--- config.mk ---
export PLATFORM = sky130hd
export DESIGN_NAME = mem_writeback_unit
export DESIGN_NICKNAME = d
export VERILOG_FILES = /design/src/rtl/mem_wb_pkg.sv /design/src/rtl/store_align.sv /design/src/rtl/mem_writeback_unit.sv
export SDC_FILE = /design/constraint.sdc
export NUM_CORES = 1
export LEC_CHECK = 0
export ABC_AREA = 1
export CELL_PAD_IN_SITES_DETAIL_PLACEMENT = 1
export CELL_PAD_IN_SITES_GLOBAL_PLACEMENT = 1
export CORE_MARGIN = 2
export CORE_UTILIZATION = 29
export CTS_BUF_LIST = sky130_fd_sc_hd__clkbuf_16
export DETAILED_ROUTE_END_ITERATION = 12
export GPL_TIMING_DRIVEN = 0
export PLACE_DENSITY_LB_ADDON = 0.1
export SETUP_SLACK_MARGIN = 0.05
export SYNTH_ARGS = -nofsm -noshare
export SYNTH_HDL_FRONTEND = slang
export SYNTH_SLANG_ARGS = --single-unit
--- constraint.sdc ---
create_clock -name clk -period 2 [get_ports clk]
set_input_delay 0.6 -clock clk [delete_from_list [all_inputs] [get_ports clk]]
set_output_delay 0.6 -clock clk [all_outputs]
set_load 0.1 [all_outputs]
--- src/rtl/mem_wb_pkg.sv ---
// Shared definitions for the memory/writeback stage: op and funct3 encodings,
// FSM states and the load sign/zero-extension helper.
package mem_wb_pkg;

    localparam logic [2:0] OP_NOP    = 3'd0;
    localparam logic [2:0] OP_ALU    = 3'd1;
    localparam logic [2:0] OP_LOAD   = 3'd2;
    localparam logic [2:0] OP_STORE  = 3'd3;
    localparam logic [2:0] OP_BRANCH = 3'd4;
    localparam logic [2:0] OP_JUMP   = 3'd5;
    localparam logic [2:0] OP_LUI    = 3'd6;
    localparam logic [2:0] OP_ILL    = 3'd7;

    localparam logic [2:0] F3_B  = 3'b000;
    localparam logic [2:0] F3_H  = 3'b001;
    localparam logic [2:0] F3_W  = 3'b010;
    localparam logic [2:0] F3_BU = 3'b100;
    localparam logic [2:0] F3_HU = 3'b101;

    // Access size is funct3[1:0] for both loads and stores
    localparam logic [1:0] SZ_B = 2'b00;
    localparam logic [1:0] SZ_H = 2'b01;
    localparam logic [1:0] SZ_W = 2'b10;

    typedef enum logic [1:0] {
        ST_IDLE = 2'd0,
        ST_MEM  = 2'd1,
        ST_LDWB = 2'd2
    } wb_state_t;

    function automatic logic load_legal(input logic [2:0] func3);
        return (func3 == F3_B) || (func3 == F3_H) || (func3 == F3_W) ||
               (func3 == F3_BU) || (func3 == F3_HU);
    endfunction

    function automatic logic store_legal(input logic [2:0] func3);
        return (func3 == F3_B) || (func3 == F3_H) || (func3 == F3_W);
    endfunction

    function automatic logic [31:0] load_extend(input logic [2:0]  func3,
                                                input logic [1:0]  lane,
                                                input logic [31:0] rdata);
        logic [31:0] shifted;
        logic [15:0] half;
        shifted = rdata >> {lane, 3'b000};
        half    = lane[1] ? rdata[31:16] : rdata[15:0];
        case (func3)
            F3_B:    return {{24{shifted[7]}}, shifted[7:0]};
            F3_BU:   return {24'd0, shifted[7:0]};
            F3_H:    return {{16{half[15]}}, half};
            F3_HU:   return {16'd0, half};
            default: return rdata;
        endcase
    endfunction

endpackage

--- src/rtl/store_align.sv ---
// Combinational store lane steering: byte strobes, lane-replicated write data
// and the misalignment flag for a given access size and address offset.
module store_align
    import mem_wb_pkg::*;
(
    input  logic [1:0]  size,
    input  logic [1:0]  lane,
    input  logic [31:0] sdata,
    output logic [3:0]  wstrb,
    output logic [31:0] wdata,
    output logic        misalign
);

    always_comb begin
        wstrb    = 4'b0000;
        wdata    = sdata;
        misalign = 1'b0;
        case (size)
            SZ_B: begin
                wstrb = 4'b0001 << lane;
                wdata = {4{sdata[7:0]}};
            end
            SZ_H: begin
                wstrb    = lane[1] ? 4'b1100 : 4'b0011;
                wdata    = {2{sdata[15:0]}};
                misalign = lane[0];
            end
            SZ_W: begin
                wstrb    = 4'b1111;
                misalign = (lane != 2'b00);
            end
            default: ;
        endcase
    end

endmodule

--- src/rtl/mem_writeback_unit.sv ---
// Memory-access and register-writeback stage: ALU/LUI/JUMP writeback, branch
// redirect, and variable-latency loads/stores over a req/ack bus with timeout.
module mem_writeback_unit
    import mem_wb_pkg::*;
#(
    parameter int XLEN        = 32,
    parameter int ADDR_W      = 32,
    parameter int RA_W        = 5,
    parameter int MEM_TIMEOUT = 15
) (
    input  logic              clk,
    input  logic              reset,
    input  logic              in_valid,
    output logic              in_ready,
    input  logic [2:0]        in_op,
    input  logic [2:0]        in_func3,
    input  logic [XLEN-1:0]   in_alu,
    input  logic [XLEN-1:0]   in_imm,
    input  logic [XLEN-1:0]   in_sdata,
    input  logic [ADDR_W-1:0] in_pc,
    input  logic [RA_W-1:0]   in_rd,
    output logic              mem_req,
    output logic              mem_we,
    output logic [ADDR_W-1:0] mem_addr,
    output logic [XLEN-1:0]   mem_wdata,
    output logic [3:0]        mem_wstrb,
    input  logic              mem_ack,
    input  logic [XLEN-1:0]   mem_rdata,
    output logic              rf_we,
    output logic [RA_W-1:0]   rf_waddr,
    output logic [XLEN-1:0]   rf_wdata,
    output logic              pc_we,
    output logic [ADDR_W-1:0] pc_wdata,
    output logic              fwd_valid,
    output logic [RA_W-1:0]   fwd_rd,
    output logic [XLEN-1:0]   fwd_data,
    output logic              err_misalign,
    output logic              err_bus,
    output logic              err_illegal
);

    localparam int CNT_W = $clog2(MEM_TIMEOUT + 1);

    wb_state_t         state_q, state_d;
    logic [CNT_W-1:0]  cnt_q, cnt_d;
    logic              rf_we_q, rf_we_d;
    logic [RA_W-1:0]   rf_waddr_q, rf_waddr_d;
    logic [XLEN-1:0]   rf_wdata_q, rf_wdata_d;
    logic              pc_we_q, pc_we_d;
    logic [ADDR_W-1:0] pc_wdata_q, pc_wdata_d;
    logic              err_misalign_q, err_misalign_d;
    logic              err_bus_q, err_bus_d;
    logic              err_illegal_q, err_illegal_d;
    logic              mem_req_q, mem_req_d;
    logic              mem_we_q, mem_we_d;
    logic [ADDR_W-1:0] mem_addr_q, mem_addr_d;
    logic [XLEN-1:0]   mem_wdata_q, mem_wdata_d;
    logic [3:0]        mem_wstrb_q, mem_wstrb_d;
    logic [2:0]        ld_func3_q, ld_func3_d;
    logic [1:0]        ld_lane_q, ld_lane_d;
    logic [RA_W-1:0]   ld_rd_q, ld_rd_d;

    logic [3:0]        sa_wstrb;
    logic [XLEN-1:0]   sa_wdata;
    logic              sa_misalign;
    logic [ADDR_W-1:0] addr_a;
    logic              accept;

    store_align u_store_align (
        .size     (in_func3[1:0]),
        .lane     (in_alu[1:0]),
        .sdata    (in_sdata),
        .wstrb    (sa_wstrb),
        .wdata    (sa_wdata),
        .misalign (sa_misalign)
    );

    assign in_ready = (state_q == ST_IDLE) && !reset;
    assign accept   = in_valid && in_ready;
    assign addr_a   = ADDR_W'(in_alu);

    always_comb begin
        state_d        = state_q;
        cnt_d          = cnt_q;
        rf_we_d        = 1'b0;
        rf_waddr_d     = rf_waddr_q;
        rf_wdata_d     = rf_wdata_q;
        pc_we_d        = 1'b0;
        pc_wdata_d     = pc_wdata_q;
        err_misalign_d = 1'b0;
        err_bus_d      = 1'b0;
        err_illegal_d  = 1'b0;
        mem_req_d      = mem_req_q;
        mem_we_d       = mem_we_q;
        mem_addr_d     = mem_addr_q;
        mem_wdata_d    = mem_wdata_q;
        mem_wstrb_d    = mem_wstrb_q;
        ld_func3_d     = ld_func3_q;
        ld_lane_d      = ld_lane_q;
        ld_rd_d        = ld_rd_q;
        case (state_q)
            ST_IDLE: begin
                if (accept) begin
                    case (in_op)
                        OP_ALU: begin
                            rf_we_d    = (in_rd != '0);
                            rf_waddr_d = in_rd;
                            rf_wdata_d = in_alu;
                        end
                        OP_LUI: begin
                            rf_we_d    = (in_rd != '0);
                            rf_waddr_d = in_rd;
                            rf_wdata_d = in_imm;
                        end
                        OP_BRANCH: begin
                            if (in_alu != '0) begin
                                pc_we_d    = 1'b1;
                                pc_wdata_d = in_pc + ADDR_W'(in_imm);
                            end
                        end
                        OP_JUMP: begin
                            pc_we_d    = 1'b1;
                            pc_wdata_d = addr_a & ~ADDR_W'(1);
                            rf_we_d    = (in_rd != '0);
                            rf_waddr_d = in_rd;
                            rf_wdata_d = XLEN'(in_pc + ADDR_W'(4));
                        end
                        OP_LOAD, OP_STORE: begin
                            // Illegal funct3 takes priority over alignment
                            if ((in_op == OP_LOAD) ? !load_legal(in_func3)
                                                   : !store_legal(in_func3)) begin
                                err_illegal_d = 1'b1;
                            end else if (sa_misalign) begin
                                err_misalign_d = 1'b1;
                            end else begin
                                state_d     = ST_MEM;
                                cnt_d       = '0;
                                mem_req_d   = 1'b1;
                                mem_we_d    = (in_op == OP_STORE);
                                mem_addr_d  = addr_a & ~ADDR_W'(3);
                                mem_wdata_d = (in_op == OP_STORE) ? sa_wdata : '0;
                                mem_wstrb_d = (in_op == OP_STORE) ? sa_wstrb : 4'b0000;
                                ld_func3_d  = in_func3;
                                ld_lane_d   = in_alu[1:0];
                                ld_rd_d     = in_rd;
                            end
                        end
                        OP_ILL: err_illegal_d = 1'b1;
                        default: ;
                    endcase
                end
            end
            ST_MEM: begin
                if (mem_ack) begin
                    mem_req_d = 1'b0;
                    if (mem_we_q) begin
                        state_d = ST_IDLE;
                    end else begin
                        state_d    = ST_LDWB;
                        rf_we_d    = (ld_rd_q != '0);
                        rf_waddr_d = ld_rd_q;
                        rf_wdata_d = XLEN'(load_extend(ld_func3_q, ld_lane_q, 32'(mem_rdata)));
                    end
                end else if (cnt_q == CNT_W'(MEM_TIMEOUT - 1)) begin
                    mem_req_d = 1'b0;
                    err_bus_d = 1'b1;
                    state_d   = ST_IDLE;
                end else begin
                    cnt_d = cnt_q + CNT_W'(1);
                end
            end
            ST_LDWB: state_d = ST_IDLE;
            default: state_d = ST_IDLE;
        endcase
    end

    always_ff @(posedge clk) begin
        if (reset) begin
            state_q        <= ST_IDLE;
            cnt_q          <= '0;
            rf_we_q        <= 1'b0;
            rf_waddr_q     <= '0;
            rf_wdata_q     <= '0;
            pc_we_q        <= 1'b0;
            pc_wdata_q     <= '0;
            err_misalign_q <= 1'b0;
            err_bus_q      <= 1'b0;
            err_illegal_q  <= 1'b0;
            mem_req_q      <= 1'b0;
            mem_we_q       <= 1'b0;
            mem_addr_q     <= '0;
            mem_wdata_q    <= '0;
            mem_wstrb_q    <= '0;
            ld_func3_q     <= '0;
            ld_lane_q      <= '0;
            ld_rd_q        <= '0;
        end else begin
            state_q        <= state_d;
            cnt_q          <= cnt_d;
            rf_we_q        <= rf_we_d;
            rf_waddr_q     <= rf_waddr_d;
            rf_wdata_q     <= rf_wdata_d;
            pc_we_q        <= pc_we_d;
            pc_wdata_q     <= pc_wdata_d;
            err_misalign_q <= err_misalign_d;
            err_bus_q      <= err_bus_d;
            err_illegal_q  <= err_illegal_d;
            mem_req_q      <= mem_req_d;
            mem_we_q       <= mem_we_d;
            mem_addr_q     <= mem_addr_d;
            mem_wdata_q    <= mem_wdata_d;
            mem_wstrb_q    <= mem_wstrb_d;
            ld_func3_q     <= ld_func3_d;
            ld_lane_q      <= ld_lane_d;
            ld_rd_q        <= ld_rd_d;
        end
    end

    assign mem_req      = mem_req_q;
    assign mem_we       = mem_we_q;
    assign mem_addr     = mem_addr_q;
    assign mem_wdata    = mem_wdata_q;
    assign mem_wstrb    = mem_wstrb_q;
    assign rf_we        = rf_we_q;
    assign rf_waddr     = rf_waddr_q;
    assign rf_wdata     = rf_wdata_q;
    assign pc_we        = pc_we_q;
    assign pc_wdata     = pc_wdata_q;
    assign fwd_valid    = rf_we_q;
    assign fwd_rd       = rf_waddr_q;
    assign fwd_data     = rf_wdata_q;
    assign err_misalign = err_misalign_q;
    assign err_bus      = err_bus_q;
    assign err_illegal  = err_illegal_q;

endmodule
== After elaboration in Yosys (flattened, before gate mapping) ==
Index checks and enable logic that the tools add are counted.

* $add $sub $neg: 3
* Eq/ne operators: 30
* Shifts and indexed selects: 2
* Multiplexer cells: 54
* Bitwise logic cells: 6
* Reductions and logical operators: 31

{| class="wikitable"
|+ Operators with widths
! operator !! count
|-
| one-hot mux 32 bit (2 select lines) || 3
|-
| two-way mux 32 bit || 5
|-
| one-hot mux 32 bit (4 select lines) || 1
|-
| one-hot mux 32 bit (3 select lines) || 1
|-
| adder 32 x 3 -> 32 bit (second input constant) || 1
|-
| adder 32 bit || 1
|-
| two-way mux 4 bit || 8
|-
| nonzero test 32 bit || 1
|-
| >> shifter 32 x 5 -> 8 bit || 1
|-
| equality test 3 bit (second input constant) || 8
|-
| two-way mux 5 bit || 4
|-
| AND reduction 5 bit || 4
|-
| != test 2 bit (second input constant) || 9
|-
| two-way mux 16 bit || 1
|-
| two-way mux 1 bit || 15
|-
| two-way mux 2 bit || 7
|-
| one-hot mux 4 bit (3 select lines) || 1
|-
| one-hot mux 1 bit (2 select lines) || 5
|-
| one-hot mux 5 bit (2 select lines) || 1
|-
| nonzero test 5 bit || 2
|-
| equality test 3 x 1 -> 1 bit (second input constant) || 3
|-
| equality test 3 x 2 -> 1 bit (second input constant) || 3
|-
| OR reduction 3 bit || 3
|-
| one-hot mux 4 bit (2 select lines) || 1
|-
| other kinds (21) || 37
|}

* Register bits: 158
* Bits of input ports: 175
* Output and inout bits: 183

== Logic depth before layout (Yosys ltp) ==
Gate-level depths: netlist (run 1).

* Depth in word-level cells: 11
* Depth in mapped cells: 13
* Depth with buffers taken out: 13

== Hierarchy ==
From an unflattened synthesis (run 1), not the netlist that was laid out.

* Cell total of the unflattened synthesis: 1,898
* Area, all modules: 11,716.2 um^2

{| class="wikitable"
|+ Modules (own cells, without submodules)
! module !! times used !! cells an instance !! area an instance (um^2) !! sequential area each (um^2)
|-
| mem_writeback_unit || 1 || 1,769 || 11,064.4 || 3,163.0
|-
| store_align || 1 || 129 || 651.9 || 0.0
|}

== Worst setup path before layout (run 1) ==
Ideal clock, no wire load.

* Kind: input to register
* Start: input port reset
* End: register cnt_q[1]
* Setup time: 119 ps
* Arrival time: 2,525 ps
* Required time: 1,881 ps
* Slack: -644 ps
* Cell stages on the path: 11
* Path buffers: 1
* Cells stage by stage: buf_2 nor3_4 nand2_2 nor2_2 nand2_2 nor2_4 inv_2 nand2_1 inv_1 o21ai_0 a21oi_1

* Word-level cells in the longest chain between the ends: 5

{| class="wikitable"
|+ RTL lines
! element !! line !! source
|-
| from (decl) || mem_writeback_unit.sv:12 || <nowiki>input logic reset,</nowiki>
|-
| zero test 1 bit || mem_writeback_unit.sv:78 || <nowiki>assign in_ready = (state_q == ST_IDLE) && !reset;</nowiki>
|-
| logical AND 1 bit || mem_writeback_unit.sv:78 ||
|-
| named net in_ready || mem_writeback_unit.sv:14 || <nowiki>output logic in_ready,</nowiki>
|-
| logical AND 1 bit || mem_writeback_unit.sv:79 || <nowiki>assign accept = in_valid && in_ready;</nowiki>
|-
| != test 2 bit (no line) || - ||
|-
| AND reduction 7 bit (no line) || - ||
|-
| to (signal assigned) || mem_writeback_unit.sv:199 || <nowiki>cnt_q <= cnt_d;</nowiki>
|-
| to (decl) || mem_writeback_unit.sv:45 || <nowiki>logic [CNT_W-1:0] cnt_q, cnt_d;</nowiki>
|}

The timed path passes the listed nets, and every way through them passes these cells.
A chain may end at the register's enable or synchronous reset.

== Worst setup path after layout (run 1) ==
* Start: input port in_op[2]
* End: register pc_wdata_q[16], in the netlist pc_wdata[16]

* Word-level cells in the longest chain between the ends: 3

{| class="wikitable"
|+ RTL lines
! element !! line !! source
|-
| from (decl) || mem_writeback_unit.sv:15 || <nowiki>input logic [2:0] in_op,</nowiki>
|-
| equality test 3 bit || mem_writeback_unit.sv:104 || <nowiki>case (in_op)</nowiki>
|-
| != test 2 bit (no line) / nonzero test 2 bit (equally long branches) || - ||
|-
| AND reduction 4 bit (no line) || - ||
|-
| to (signal assigned) || mem_writeback_unit.sv:204 || <nowiki>pc_wdata_q <= pc_wdata_d;</nowiki>
|-
| to (decl) || mem_writeback_unit.sv:50 || <nowiki>logic [ADDR_W-1:0] pc_wdata_q, pc_wdata_d;</nowiki>
|}

Several ways; a longest one is shown, not always the timed one.

==> out/metrics.csv, run 1 <==
stage,metric,value,unit
synth,count of flip-flops with a built-in enable after synthesis,0,
drt,DRT Pass-1 Iters,5,
floorplanning,Die Area,40700,um2
drt,Iter 0 DRT Violations,715,
sta,Tmin final,1920,ps
sta,period utilisation layout,96.1,%
finish,multi-input logic area,7960,um2
sta,final hold vios,0,
placement,DP HPWL,50700,um
grt,number of global-route vias before repair,14600,
worst_setup_path,Crit Path Max Fanout,10,
placement,post-place setup slack,-1260,ps
worst_hold_path,Worst Hold Depth,2,
clock_network,Root Buffer,clkbuf_16,
floorplanning,I/O pin cnt,358,
finish,fin util,44.3,%
synth,synth unique cells,52,
outcome,outcome,"complete, no violations",
finish,Syn-to-layout area delta,51.0,%
synth,Ys Warns,0,
floorplanning,Die Height,202,um
grt,initial antenna violation count,13,
worst_hold_path,worst hold endpoint,mem_wdata[1],
floorplanning,total core area,38600,um2
synth,"Avg Cell Area, Syn",6.08,um2
floorplanning,row count,72,
sta,"Setup violations, final",0,
worst_hold_path,Hold Crit Class,reg2reg,
sta,Rel. slew slack,19.0,%
clock_network,Longest Clk Path Bufs,2,
synth,Post-synth top cells,"nand2_1, nor2_1, inv_1",
drt,met3 routed WL,4080,um
worst_setup_path,worst r2r path cells,8,
finish,# fillers,5020,
grt,Total GRT Usage,30.6,%
placement,"Cell Area, Placed",15800,um2
grt,first-pass GRT wire length,92800,um
placement,input/output buffers,354,
finish,share of cells above drive strength 1,31.9,%
grt,grt ovf,0,
grt,largest net degree at the start of global routing,17,
finish,Final Instance Area,17100,um2
placement,routability-driven placement congestion ratio,0.956,
finish,register area,3210,um2
worst_setup_path,WS Path Type,in2reg,
worst_setup_path,crit end category,register,
floorplanning,Die Span X,202,um
clock_network,H-tree Lvls,4,
worst_setup_path,reg2reg setup slack,120,ps
sta,Setup Skew,16.3,ps
worst_setup_path,worst reg2reg startpoint,ld_func3_q[1],
synth,sequential fraction of the synthesis area,27.9,%
drt,DR top layer,met5,
sta,Min Hold Slack,462,ps
drt,DRC,0,
clock_network,TritonCTS Buffers,17,
clock_network,clock tree from TritonCTS,yes,
floorplanning,Initial Utilization,29.4,%
sta,fmax,520,MHz
sta,setup TNS,0,ps
synth,Async SR Flop Fraction,0,%
sta,min setup slack post-route,78.5,ps
pwr,PD cells,600,nW/um2
worst_setup_path,Setup crit start kind,primary input,
clock_network,cts hold-fix bufs,0,
pwr,Leak,8.20,nW
clock_network,clk sinks,158,
synth,share of the synthesized area in the top cell type,27.9,%
drt,final wirelength,64400,um
drt,M1 wire length,27900,um
drt,total number of vias,14600,
worst_setup_path,r2r endpoint,fwd_data[31],
sta,Slew @ Worst Pin,1220,ps
drt,routed wl met2,29800,um
drt,Post-DRT Antenna Nets,0,
clock_network,Worst-path clk slew,70,ps
worst_setup_path,Critical Path AT,2250,ps
pwr,"IR drop worst, VDD",0.000645,V
synth,commonest register cell after synthesis,dfxtp_1,
synth,Mapped Area,11300,um2
synth,"count leader, synth",nand2_1,
drt,vias per cell,5.13,
worst_setup_path,"Data required, critical path",2330,ps
clock_network,clock latency on the worst-skew pair,470,ps
finish,fin nets,2515,
synth,#FFs+latches synth,158,
worst_hold_path,Hold Path Origin,mem_wdata[1],
drt,DR WL/cell,22.7,um
synth,"area leader, netlist",dfxtp_1,
sta,max-slew violations,0,
sta,RSZ-0062 raised after global routing,yes,
synth,largest cells by area after synthesis,"dfxtp_1, nand2_1, a21oi_1",
synth,Syn Inst Count,1865,
job,Max Cap Viol,0,
## sequential cells by signal (all words and copies together) (netlist names)
name,cells
fwd_data,32
mem_wdata,32
pc_wdata,32
mem_addr,30
fwd_rd,5
ld_rd_q,5
cnt_q,4
mem_wstrb,4
ld_func3_q,3
ld_lane_q,2
state_q,2
err_bus,1
err_illegal,1
err_misalign,1
fwd_valid,1
mem_req,1
mem_we,1
pc_we,1
## layer usage
layer / up-vias / global-route usage, %
met4: 6 / 13.4
met1: 6971 / 40.2
met2: 546 / 49.8
met3: 130 / 4.55
met5: - / 0
li1: 6920 / -
## report_power, final
group          switching, mW  total, mW  internal, mW
Clock                   1.69       3.46          1.77
Sequential            0.0532       3.28          3.22
Combinational           2.42       3.55          1.13
Total                   4.17       10.3          6.12
## cell type report
| class | count | area share (%) |
|---|---|---|
| tap | 518 | 3.78 |
| timing repair buffer | 414 | 17.2 |
| clock inverter | 15 | 0.898 |
| buffer | 120 | 5.61 |
| timing repair inverter | 2 | 0.0803 |
| sequential | 158 | 18.8 |
| inverter | 202 | 4.63 |
| multi-input combinational | 1386 | 46.5 |
| antenna | 10 | 0.146 |
| clock buffer | 17 | 2.48 |
## metrics by stage
stage	cells	power (mW)
2_1_floorplan	1866	5.29
6_report	2842	10.3
3_5_place_dp	2738	6.55
5_1_grt	2839	10.7
3_3_place_gp	2738	6.52
4_1_cts	2800	10.1
## cell families after synthesis
kind of cell	share of synthesized area, %
and+or+nand+nor	34.2
AOI/OAI and AO/OA	18.4
buffers and inverters	13.0
DFF	27.9
adders and majority gates	4.37
xor gates and xnor gates	1.23
muxes	0.882
other	0.0330
## worst max path at each step
stage | startpoint | end | slack [ps]
after detailed placement | in_op[0] | pc_wdata[6] | -1260
final | in_op[2] | pc_wdata[16] | 80
after global placement | in_pc[3] | fwd_data[20] | -1330
after floorplan | reset | pc_wdata[5] | -640
after CTS | in_imm[28] | pc_wdata[29] | -50
after global routing | in_imm[2] | pc_wdata[31] | 5
## cell usage in the layout, fill, tap and decap left out, types with 9 or more instances in the layout
cell,netlist,final
nand2_4,0,11
dlygate4sd2_1,0,28
dfxtp_1,158,117
clkbuf_2,0,58
a21oi_1,176,144
o211ai_1,14,14
nor2_1,216,183
nand3_2,0,12
inv_1,194,179
buf_4,44,110
o21ai_1,8,27
inv_2,7,18
dlymetal6s2s_1,0,9
clkdlybuf4s50_1,0,73
buf_8,0,12
nand2_2,8,46
a31oi_1,9,9
nor2_2,3,28
dfxtp_2,0,41
nor3_1,35,26
nand2_1,537,486
clkbuf_16,0,19
o21ai_0,118,93
nor2_4,2,10
nand3_1,108,91
clkbuf_4,0,17
buf_6,8,23
ha_4,0,33
buf_2,30,173
clkbuf_1,33,15
diode_2,0,10
xor2_1,11,10
nand4_1,17,17
a21oi_2,2,33
## worst max-delay path: stages
cell and delay, ps:
dlygate4sd2_1 310, nand3_4 170, buf_2 320, clkbuf_1 460, nand2_1 190, nand2_1 120
a21oi_2 60
## what timing repair did
item / CTS / global route
setup endpoints to repair: 336 / 179
gates resized for setup: 1186 / 329
cloned: 1 / 3
hold endpoints to repair: 0 / 0
setup buffers: 29 / 29
pin swaps: 28 / 53
No activity file was read; power rests on OpenSTA's default activity.
==> run 2: changes to the inputs <==
--- a/config.mk
+++ b/config.mk
@@ -15,6 +15,7 @@
 export GPL_TIMING_DRIVEN = 0
 export PLACE_DENSITY_LB_ADDON = 0.1
 export SETUP_SLACK_MARGIN = 0.05
+export SLEW_MARGIN = 10
 export SYNTH_ARGS = -nofsm -noshare
 export SYNTH_HDL_FRONTEND = slang
 export SYNTH_SLANG_ARGS = --single-unit
==> results of run 2 <==
No change in the layout: final DEF, timing and power equal those of run 1.
==> run 3: changes to the inputs <==
--- a/config.mk
+++ b/config.mk
@@ -14,6 +14,7 @@
 export DETAILED_ROUTE_END_ITERATION = 12
 export GPL_TIMING_DRIVEN = 0
 export PLACE_DENSITY_LB_ADDON = 0.1
+export REMOVE_ABC_BUFFERS = 1
 export SETUP_SLACK_MARGIN = 0.05
 export SLEW_MARGIN = 10
 export SYNTH_ARGS = -nofsm -noshare
==> run 3 against run 2 <==
Net effect: the run now ends with setup timing left; highest routed layer unchanged; clock skew is 1.5 ps lower; non-clock buffer count is 76 lower; critical path depth is 4 lower; global-route usage is 1.1 points lower; design area is 0.66% lower; fmax is 4.1% lower; die area stayed put; hold slack worse by 42 ps; final cell count is 2.2% lower.
==> out/metrics.csv, run 3 (same netlist as run 1, synthesis figures left out) <==
stage,metric,value,unit,change
floorplanning,Die Span X,202,um,unchanged
sta,max-slew violations,0,,unchanged
sta,final hold vios,0,,unchanged
clock_network,H-tree Lvls,4,,unchanged
clock_network,Root Buffer,clkbuf_16,,unchanged
worst_setup_path,worst setup path start,state_q[1],,was in_op[2]
pwr,Leak,8.11,nW,was 8.20 nW
floorplanning,I/O pin cnt,358,,unchanged
finish,Syn-to-layout area delta,50.0,%,was 51.0%
outcome,failing checks,setup timing,,
clock_network,Worst-path clk slew,80,ps,was 70 ps
grt,Total GRT Usage,29.5,%,was 30.6%
finish,fin util,44.1,%,was 44.3%
sta,Setup Skew,14.8,ps,was 16.3 ps
drt,Post-DRT Antenna Nets,0,,unchanged
pwr,"IR drop worst, VDD",0.000625,V,was 0.000645 V
sta,min setup slack post-route,-3.19,ps,was 78.5 ps
finish,final non-filler cell total,2780,,was 2842
placement,Inst Count DP,2624,,was 2738
clock_network,TritonCTS Buffers,17,,unchanged
pwr,total chip power,10.2,mW,was 10.3 mW
finish,share of cells above drive strength 1,27.4,%,was 31.9%
worst_setup_path,WS Path Type,reg2out,,was in2reg
worst_setup_path,Setup crit start kind,register,,was primary input
worst_setup_path,Critical Path AT,1400,ps,was 2250 ps
finish,"most common cell after layout, fill and taps aside",nand2_1,,unchanged
drt,total number of vias,14400,,was 14600
sta,setup TNS,-3.19,ps,was 0 ps
grt,initial antenna violation count,10,,was 13
placement,input/output buffers,355,,was 354
worst_setup_path,Crit Path Max Fanout,3,,was 10
placement,routability-driven placement congestion ratio,0.882,,was 0.956
finish,"commonest cells after routing, fill and taps aside","nand2_1, nor2_1, inv_1, buf_2",,"was nand2_1, nor2_1, inv_1, buf_2, a21oi_1"
sta,Tmin final,2000,ps,was 1920 ps
sta,"Setup violations, final",1,,was 0
drt,DR WL/cell,22.8,um,was 22.7 um
floorplanning,Die Area,40700,um2,unchanged
drt,final wirelength,63500,um,was 64400 um
clock_network,clock latency on the worst-skew pair,460,ps,was 470 ps
floorplanning,row count,72,,unchanged
grt,largest net degree at the start of global routing,75,,was 17
sta,period utilisation layout,100,%,was 96.1%
finish,fin nets,2456,,was 2515
finish,Final Instance Area,17000,um2,was 17100 um2
clock_network,clk sinks,158,,unchanged
pwr,PD cells,600,nW/um2,about the same
clock_network,Longest Clk Path Bufs,2,,unchanged
sta,Rel. slew slack,60.6,%,was 19.0%
worst_setup_path,"Data required, critical path",1400,ps,was 2330 ps
worst_setup_path,Worst path slowest cell,dfxtp_2,,was clkbuf_1
sta,Min Hold Slack,419,ps,was 462 ps
job,Max Cap Viol,0,,unchanged
placement,"Cell Area, Placed",15000,um2,was 15800 um2
floorplanning,Die Height,202,um,unchanged
sta,fmax,499,MHz,was 520 MHz
outcome,outcome,"finished, violations left",,"was complete, no violations"
placement,post-place setup slack,-3410,ps,was -1260 ps
worst_setup_path,CP peak stage delay,350,ps,was 460 ps
drt,DRT Pass-1 Iters,5,,unchanged
grt,number of global-route vias before repair,14300,,was 14600
worst_hold_path,Hold Path Origin,in_alu[11],,was mem_wdata[1]
clock_network,clock tree from TritonCTS,yes,,unchanged
floorplanning,Initial Utilization,29.4,%,unchanged
drt,DRC,0,,unchanged
sta,RSZ-0062 raised after global routing,yes,,unchanged
drt,vias per cell,5.18,,was 5.13
worst_setup_path,crit end category,output port,,was register
grt,first-pass GRT wire length,90500,um,was 92800 um
grt,grt ovf,0,,unchanged
placement,DP HPWL,42000,um,was 50700 um
finish,multi-input logic area,7910,um2,was 7960 um2
worst_setup_path,worst reg2reg startpoint,state_q[1],,was ld_func3_q[1]
floorplanning,total core area,38600,um2,unchanged
drt,Iter 0 DRT Violations,938,,was 715
worst_hold_path,Hold Crit Class,in2reg,,was reg2reg
finish,register area,3170,um2,was 3210 um2
sta,Slew @ Worst Pin,591,ps,was 1220 ps
finish,# fillers,5012,,was 5020
worst_setup_path,CP cell instances,nor3_4 > buf_6 > buf_12,,was dlygate4sd2_1 > nand3_4 > buf_2 > clkbuf_1 > nand2_1 > nand2_1 > a21oi_2
[run 3: cell types whose count changed in the layout (fill, tap and decap cells not counted), moves of 11 or more]
cell,change
buf_12,+12
nand2_2,-18
buf_4,-14
nand2_4,+11
dfxtp_2,-39
nor2_2,-13
clkbuf_1,-15
dfxtp_1,+37
buf_2,-14
clkbuf_2,-19
buf_6,-17
o21ai_0,+15
o21ai_1,-12
[run 3: final cells by class]
cell class	count	share of cell area (%)
clock buffer	17	2.50
timing repair buffer	458	21.6
antenna	7	0.103
inverter	202	4.93
tap	518	3.81
clock inverter	15	1.01
multi-input combinational	1392	46.5
sequential	158	18.6
timing repair inverter	13	0.911
[run 3: final timing paths]
kind	endpoint	slack, ps	cells after the start
max	in_ready	-3	3
min	mem_addr[11]	420	3
max reg2reg	mem_wdata[28]	70	11
min reg2reg	pc_wdata[20]	460	2
[run 3: where the power goes]
| part | internal [mW] | switching [mW] |
|---|---|---|
| sequential | 3.21 | 0.0596 |
| combinational | 1.13 | 2.36 |
| clock | 1.68 | 1.78 |
[run 3: what timing repair did]
item / CTS / global route
hold buffers: 0 / 0
resized for setup: 1245 / 248
pin swaps: 49 / 68
buffers inserted: 45 / 45
cloned: 19 / 8
setup endpoints to repair: 336 / 139
[run 3: worst max-delay path: cells and delay by family, from the launching register on]
kind                   cells  cell delay [ps]
AND/OR/NAND/NOR            1              280
flip-flops                 1              350
buffers and inverters      2              310
[run 3: routing by layer]
metal  wire (um)  up-vias  track usage (%)
li1            -     6807                -
met1       29100     7063             39.7
met2       29400      461             48.1
met3        3490       79             4.82
met4        1570        4             9.40
met5          24        -                0
